### config.mk
export PLATFORM = sky130hd
export DESIGN_NAME = bf_weight_loader
export DESIGN_NICKNAME = d
export VERILOG_FILES = /design/src/rtl/bf_weight_loader.sv
export SDC_FILE = /design/constraint.sdc
export NUM_CORES = 1
export LEC_CHECK = 0
export ABC_AREA = 1
export BUFFER_PORTS_ARGS = -buffer_cell sky130_fd_sc_hd__buf_2
export CORE_MARGIN = 2
export CORE_UTILIZATION = 45
export CTS_CLUSTER_DIAMETER = 150
export DETAILED_ROUTE_END_ITERATION = 7
export PLACE_DENSITY_LB_ADDON = 0.2
export SYNTH_ARGS = -nofsm -noshare
export SYNTH_HDL_FRONTEND = slang
export SYNTH_SLANG_ARGS = --single-unit
### constraint.sdc
create_clock -name clock -period 3.8 [get_ports clock]
set_input_delay 0.38 -clock clock [delete_from_list [all_inputs] [get_ports clock]]
set_output_delay 0.38 -clock clock [all_outputs]
set_load 0.03 [all_outputs]
### src/rtl/bf_weight_loader.sv
// -----------------------------------------------------------------------------
// bf_weight_loader
//
// Holds the per-element phase weights for the beamformer. Weights arrive one
// word at a time into a shadow bank. On commit, the whole shadow bank is copied
// into the active bank in a single edge, aligned to the next frame_tick. The
// phase-shift array downstream therefore never sees a half-updated steering
// vector. If no tick arrives within TIMEOUT cycles, the swap is forced and
// load_err is raised.
//
// Configuration macro: BF_WL_PARITY_EN
//   defined   : wr_data is W_WIDTH+1 bits wide. The MSB makes the whole word even
//               parity. A bad word completes its handshake, is dropped, and sets
//               load_err.
//   undefined : wr_data is W_WIDTH bits wide. No parity check is made.
//
// Ports
//   clock           system clock, rising edge
//   reset           asynchronous, active-low reset
//   wr_valid        write word present
//   wr_ready        loader accepts a write this cycle (IDLE only)
//   wr_addr         [4:3] set (0=cos_1 1=sin_1 2=cos_2 3=sin_2), [2:0] element
//   wr_data         weight word (plus parity MSB with BF_WL_PARITY_EN)
//   commit          request a shadow->active transfer
//   frame_tick      one-cycle pulse marking a legal swap instant
//   commit_pending  high from commit acceptance until the swap completes
//   swap_done       one-cycle pulse in the cycle after the active bank updates
//   load_err        sticky error: timeout swap or parity fault
//   w_cos_1..w_sin_2 registered active bank, one W_WIDTH word per element
// -----------------------------------------------------------------------------
module bf_weight_loader #(
  parameter int W_WIDTH = 5,
  parameter int N_ELEM  = 8,
  parameter int TIMEOUT = 255
) (
  input  logic                             clock,
  input  logic                             reset,
  input  logic                             wr_valid,
  output logic                             wr_ready,
  input  logic [4:0]                       wr_addr,
`ifdef BF_WL_PARITY_EN
  input  logic [W_WIDTH:0]                 wr_data,
`else
  input  logic [W_WIDTH-1:0]               wr_data,
`endif
  input  logic                             commit,
  input  logic                             frame_tick,
  output logic                             commit_pending,
  output logic                             swap_done,
  output logic                             load_err,
  output logic [N_ELEM-1:0][W_WIDTH-1:0]   w_cos_1,
  output logic [N_ELEM-1:0][W_WIDTH-1:0]   w_sin_1,
  output logic [N_ELEM-1:0][W_WIDTH-1:0]   w_cos_2,
  output logic [N_ELEM-1:0][W_WIDTH-1:0]   w_sin_2
);

  localparam int CNT_W = $clog2(TIMEOUT + 1);
  localparam int EW    = (N_ELEM > 1) ? $clog2(N_ELEM) : 1;

  typedef logic [3:0][N_ELEM-1:0][W_WIDTH-1:0] bank_t;

  typedef enum logic [1:0] {
    ST_IDLE    = 2'd0,
    ST_PENDING = 2'd1,
    ST_SWAP    = 2'd2
  } state_t;

  state_t           state_q, state_d;
  logic [CNT_W-1:0] cnt_q;
  bank_t            shadow_q, active_q;
  logic             ready_q, pending_q, done_q, err_q;

  logic             timeout_hit;
  logic             wr_fire;
  logic             word_ok;
  logic             elem_ok;
  logic [W_WIDTH-1:0] word;
  logic [1:0]       wr_set;
  logic [EW-1:0]    elem_idx;

  assign wr_set   = wr_addr[4:3];
  assign elem_idx = wr_addr[EW-1:0];
  // Writes to elements that do not exist still complete the handshake. Their
  // data is dropped.
  assign elem_ok  = (int'(wr_addr[2:0]) < N_ELEM);

`ifdef BF_WL_PARITY_EN
  assign word    = wr_data[W_WIDTH-1:0];
  assign word_ok = ~(^wr_data);
`else
  assign word    = wr_data;
  assign word_ok = 1'b1;
`endif

  assign wr_fire = wr_valid & ready_q;

  // Next-state logic. frame_tick has priority over the timeout, so a tick in the
  // timeout cycle is a clean swap.
  always_comb begin
    // NOTE: every signal gets a default first so no path can infer a latch.
    state_d     = state_q;
    timeout_hit = 1'b0;
    unique case (state_q)
      ST_IDLE: begin
        if (commit) state_d = ST_PENDING;
      end
      ST_PENDING: begin
        if (frame_tick) begin
          state_d = ST_SWAP;
        end else if (cnt_q == CNT_W'(TIMEOUT - 1)) begin
          state_d     = ST_SWAP;
          timeout_hit = 1'b1;
        end
      end
      ST_SWAP: state_d = ST_IDLE;
      default: state_d = ST_IDLE;
    endcase
  end

  always_ff @(posedge clock or negedge reset) begin
    if (!reset) begin
      state_q   <= ST_IDLE;
      cnt_q     <= '0;
      // NOTE: both banks are small register arrays. The outputs must read zero
      // out of reset, so the banks are reset too.
      shadow_q  <= '0;
      active_q  <= '0;
      // NOTE: wr_ready is a register. This keeps it low throughout reset even
      // though the state is IDLE.
      ready_q   <= 1'b0;
      pending_q <= 1'b0;
      done_q    <= 1'b0;
      err_q     <= 1'b0;
    end else begin
      state_q   <= state_d;
      ready_q   <= (state_d == ST_IDLE);
      pending_q <= (state_d != ST_IDLE);
      done_q    <= (state_q == ST_SWAP);
      cnt_q     <= (state_q == ST_PENDING) ? cnt_q + 1'b1 : '0;

      // Every word of the active bank updates on the same edge.
      if (state_q == ST_SWAP) active_q <= shadow_q;

      if (wr_fire && word_ok && elem_ok) shadow_q[wr_set][elem_idx] <= word;

      if (timeout_hit || (wr_fire && !word_ok)) err_q <= 1'b1;
    end
  end

  assign wr_ready       = ready_q;
  assign commit_pending = pending_q;
  assign swap_done      = done_q;
  assign load_err       = err_q;
  assign w_cos_1        = active_q[0];
  assign w_sin_1        = active_q[1];
  assign w_cos_2        = active_q[2];
  assign w_sin_2        = active_q[3];

endmodule

# Yosys cells after proc, flatten, opt, wreduce, memory -nomap -nowiden
# Cells that the tools add are included.
word_totals:
  regBits: 334
  input_bits: 15
  out_inout_bits: 164
  elab_cells: 97
op_classes:
  addsub: 1
  n_lt_le_gt_ge: 4
  eq_ne: 3
  mux: 13
  n_bitwise: 1
  n_reduce_logical: 5
ops:
  columns: ["operator", "count"]
  rows:
  - ["bitwise mux 160 bit", 1]
  - ["demux 40 bit (select 2 bit)", 1]
  - ["two-way mux 40 bit", 1]
  - ["demux 5 bit (select 3 bit)", 1]
  - ["adder 8 x 1 -> 8 bit (second input constant)", 1]
  - ["equality test 8 bit (second input constant)", 1]
  - ["two-way mux 8 bit", 1]
  - ["two-way mux 2 bit", 3]
  - ["two-way mux 5 bit", 1]
  - ["logical NOT 2 bit", 2]
  - ["< comparator 3 x 4 -> 1 bit (second input constant)", 1]
  - ["one-hot mux 2 bit (2 select lines)", 1]
  - [">= comparator 3 x 1 -> 1 bit (second input constant)", 1]
  - ["< comparator 2 x 3 -> 1 bit (second input constant)", 1]
  - ["two-way mux 1 bit", 3]
  - ["equality test 2 x 1 -> 1 bit (second input constant)", 1]
  - ["equality test 2 bit (second input constant)", 1]
  - [">= comparator 2 x 1 -> 1 bit (second input constant)", 1]
  - ["logical AND 1 bit", 2]
  - ["nonzero test 2 bit", 1]
  - ["AND 1 bit", 1]

# Depth between registers and ports, before layout
depth:
  word_depth: 7
  ltp_mapped: 8
  depth_no_buf: 8

# Worst setup path after synthesis
# OpenSTA, ideal clock, no wires.
synth_timing:
  kind: "flip-flop to flip-flop"
  from: "reg ready_q, in the netlist wr_ready"
  to: "reg shadow_q[95] (netlist bit)"
  setup_ps: 133
  arrival_time_ps: 1407
  required_time_ps: 3667
  path_slack_ps: 2260
  path_stages_with_launch: 6
  n_path_buf: 0
  period_less_slack_ps: 1540
  path_cell_list: "dfrtp_1 nand2_1 nor3_4 nand2_2 nand2_1 o21ai_0"
synth_via:
  elab_chain_len: 1
synth_rtl:
  columns: ["element", "line", "source"]
  rows:
  - ["start: declaration", "71", "logic ready_q, pending_q, done_q, err_q;"]
  - ["start signal: assignment", "136", "ready_q <= (state_d == ST_IDLE);"]
  - ["AND 1 bit", "95", "assign wr_fire = wr_valid & ready_q;"]
  - ["end signal: indexed assignment", "144", "if (wr_fire && word_ok && elem_ok) shadow_q[wr_set][elem_idx] <= word;"]
  - ["end: declaration", "70", "bank_t shadow_q, active_q;"]
# No other way between the ends.
# A chain may end at the register's enable or synchronous reset.

# Worst setup path in the final report
layout_timing:
  from: "reg state_q[0]"
  to: "reg active_q, in the netlist w_cos_1[32]"
layout_via:
  elab_chain_len: 1
layout_rtl:
  columns: ["element", "line", "source"]
  rows:
  - ["start: declaration", "68", "state_t state_q, state_d;"]
  - ["start signal: assignment", "135", "state_q <= state_d;"]
  - ["equality test 2 bit", "142", "if (state_q == ST_SWAP) active_q <= shadow_q;"]
  - ["end signal: assignment", "142", null]
  - ["end: declaration", "70", null]
# No other way between the ends.

==> metrics.cfg <==
[run_status]
status=completed

[critical_path]
rr_worst_depth=5
cp_num_buf_inv=2
crit_type=flip-flop to flip-flop
slowest_stage=buf_4
cp.required_ps=4240
slowest_delay_ps=710
crit_chain=nor2_4 -> buf_4 -> buf_4 -> nand2_1 -> nand2_1
crit_cells=5
critPathMaxFanout=70
start_kind=flip-flop
crit_arrival_ps=2530
cp-end-kind=flip-flop
path_delay_family=buffers and inverters

[placed_design]
io_buffers=178
dpl.cell_count=1780
gp_congestion=0.777
dpl.hpwl_mm=18.0

[synthesis]
synth_cell_types=18
syn_nets=1321
yosys.area_share.simple_pct=20.6
yosys-top-cells-area=dfrtp_1 67%, nand2_1 17%, o21ai_0 7.8%
synthMuxAreaShare_pct=0
synth_ff_type=dfrtp_1
synth-seq-cells=334
yosysWarnings=0
synth_commonest_cells=579 x nand2_1, 334 x dfrtp_1, 194 x o21ai_0
synth_top_area_share_pct=67.3
async_flop_share_pct=100
synthAdderAreaFrac_pct=0.201
synth_compound_area_share_pct=8.39
synth_xor_area_share_pct=0
synth_edf_count=0
yosysTopAreaCell=dfrtp_1
synthCells=1304
yosysSeqAreaShare_pct=67.3
yosysMostFrequentCell=nand2_1
synth_area_per_cell_um2=9.53
synth_area_mm2=0.0124
synth_top_family_by_area=simple AND/OR/NAND/NOR gates

[clock_tree]
clk_pin_slew_ps=60
clk_path_buf_depth=3
h-tree-depth=2
cts_made_buffers=36
clockRootBuffer=clkbuf_16
clkLatencyLatePin_ps=510
cts_tree=done
cts-resized-gates=0
clkSinkCount=334

[global_routing]
track_usage_pct=20.5
grt_overflow=0
grt_pass1_vias=8576
grt_pass1_wl_mm=46.7
grt_antenna_before_repair=4
grt_max_degree=145

[sta]
period_needed_ps=2100
worstMarginPinSlew_ps=1170
fin_skew_ps=20.2
max_freq_mhz=477
period_share_pct=55.2
finalSetupViolCount=0
drv_slew=0
rsz0062_at_grt=no
hold_viol=0
slew_headroom_pct=21.8
finalSetupTns_ps=0

[die]
top_level_ports=179
initial_core_util_pct=46.0
die_area_mm2=0.0290
die_y_um=170
fp.coreArea_mm2=0.0270
die_w_um=170
num_rows=60

[detailed_routing]
final_antenna_net_count=0
drcViolationCount=0
dr_total_vias=9053
wirelength_mm=28.8
via_per_inst=4.91
wl_met3_mm=1.37
highest_layer=met5
drt_pass1_iterations=6
wl_met1_mm=14.0
drt_iter0_drc=629
wl_met2_mm=12.8
avgRoutedWirePerCell_um=15.6

[finish]
area_growth_pct=19.1
fin_nets=1495
drive_gt1_share_pct=18.2
fin_cells=1845

[pwr]
power_density_mw_per_mm2=854
vdd_drop_max_mv=0.393
leakage_nw=7.96
power_mw=12.6

[hold_path]
hp-class=input pin to flip-flop
min_path_cells=3

[run]
drv_cap=0

-- stage by stage --
step / instance area (um^2) / hold WS, ps / setup slack (ps) / utilization, %
final: 14800 / 142 / 1700 / 54.8
after global routing: 14800 / 154 / 1510 / 54.7
after CTS: 14800 / 122 / 1700 / 54.7
after detailed placement: 13700 / 453 / 1690 / 50.6
after global placement: 13700 / 451 / 1760 / 50.6
after floorplan: 12400 / 84.4 / 2260 / -
-- state kept, by name, summed over array words and instances (netlist names) --
signal          cells
shadow_q          160
swap_done           1
cnt_q               8
state_q             2
w_cos_1            40
wr_ready            1
load_err            1
w_cos_2            40
w_sin_1            40
commit_pending      1
w_sin_2            40
-- worst paths after layout --
check / startpoint / end / slack, ps
setup / recovery: state_q[0] / w_cos_1[32] / 1700
hold / removal: commit / commit_pending / 140
setup reg to reg: state_q[0] / w_cos_1[32] / 1700
hold reg to reg: w_cos_1[17] / w_cos_1[17] / 460
max in group asynchronous: reset / w_sin_1[31] / 2380
min in group asynchronous: reset / w_cos_1[3] / 520
-- cell type report --
| class | count | area (um^2) |
|---|---|---|
| Fill cell | 2496 | 12200 |
| Sequential cell | 334 | 8360 |
| Multi-Input combinational cell | 855 | 3630 |
| Clock buffer | 55 | 1040 |
| Timing Repair Buffer | 186 | 1010 |
| Tap cell | 341 | 427 |
| Inverter | 65 | 249 |
| Clock inverter | 7 | 71.3 |
| Antenna cell | 2 | 5.00 |
-- timing repair --
action	4_1_cts	5_1_grt
setup buffers	0	0
endpoints found under the hold margin	97	0
hold buffers	1	0
-- metal layers --
metal  global-route usage, %  vias up
li1                        -     4444
met1                    30.4     4350
met2                    31.2      201
met3                    3.72       54
met4                    5.57        4
met5                       0        -
-- where the power goes --
group,switching (mW),internal (mW)
combinational,2.84,1.05
sequential,0.673,4.76
clock,1.34,1.96
total,4.85,7.78
-- placed cells by master, fill, tap and decap left out --
cell,n
o21ai_0,194
a21oi_1,3
dlygate4sd3_1,1
buf_12,4
o21bai_1,1
bufinv_16,1
inv_6,1
nor2_2,9
buf_8,1
buf_4,3
nor2_1,18
nor2_4,1
dfrtp_1,334
buf_2,177
ha_1,2
clkinv_2,5
clkbuf_16,37
nand4_2,1
nor3_1,1
inv_1,64
clkbuf_1,13
nand3_1,11
clkbuf_8,5
diode_2,2
nand2_1,579
clkinv_8,1
nor3_4,2
a31o_2,1
o21ai_1,8
nand2_2,24
-- cell families after synthesis --
kind of cell             Yosys count
buffers and inverters            115
flip-flops                       334
AO/OA/AOI/OAI                    207
adder cells (fa/ha/maj)            2
AND/OR/NAND/NOR                  646
-- worst register-to-register path, stage by stage (launching register included) --
cell and delay (ps):
dfrtp_1 410, nor2_4 160, buf_4 480, buf_4 750, nand2_1 130, nand2_1 110
Note: power is estimated with default switching activity, not from simulation.
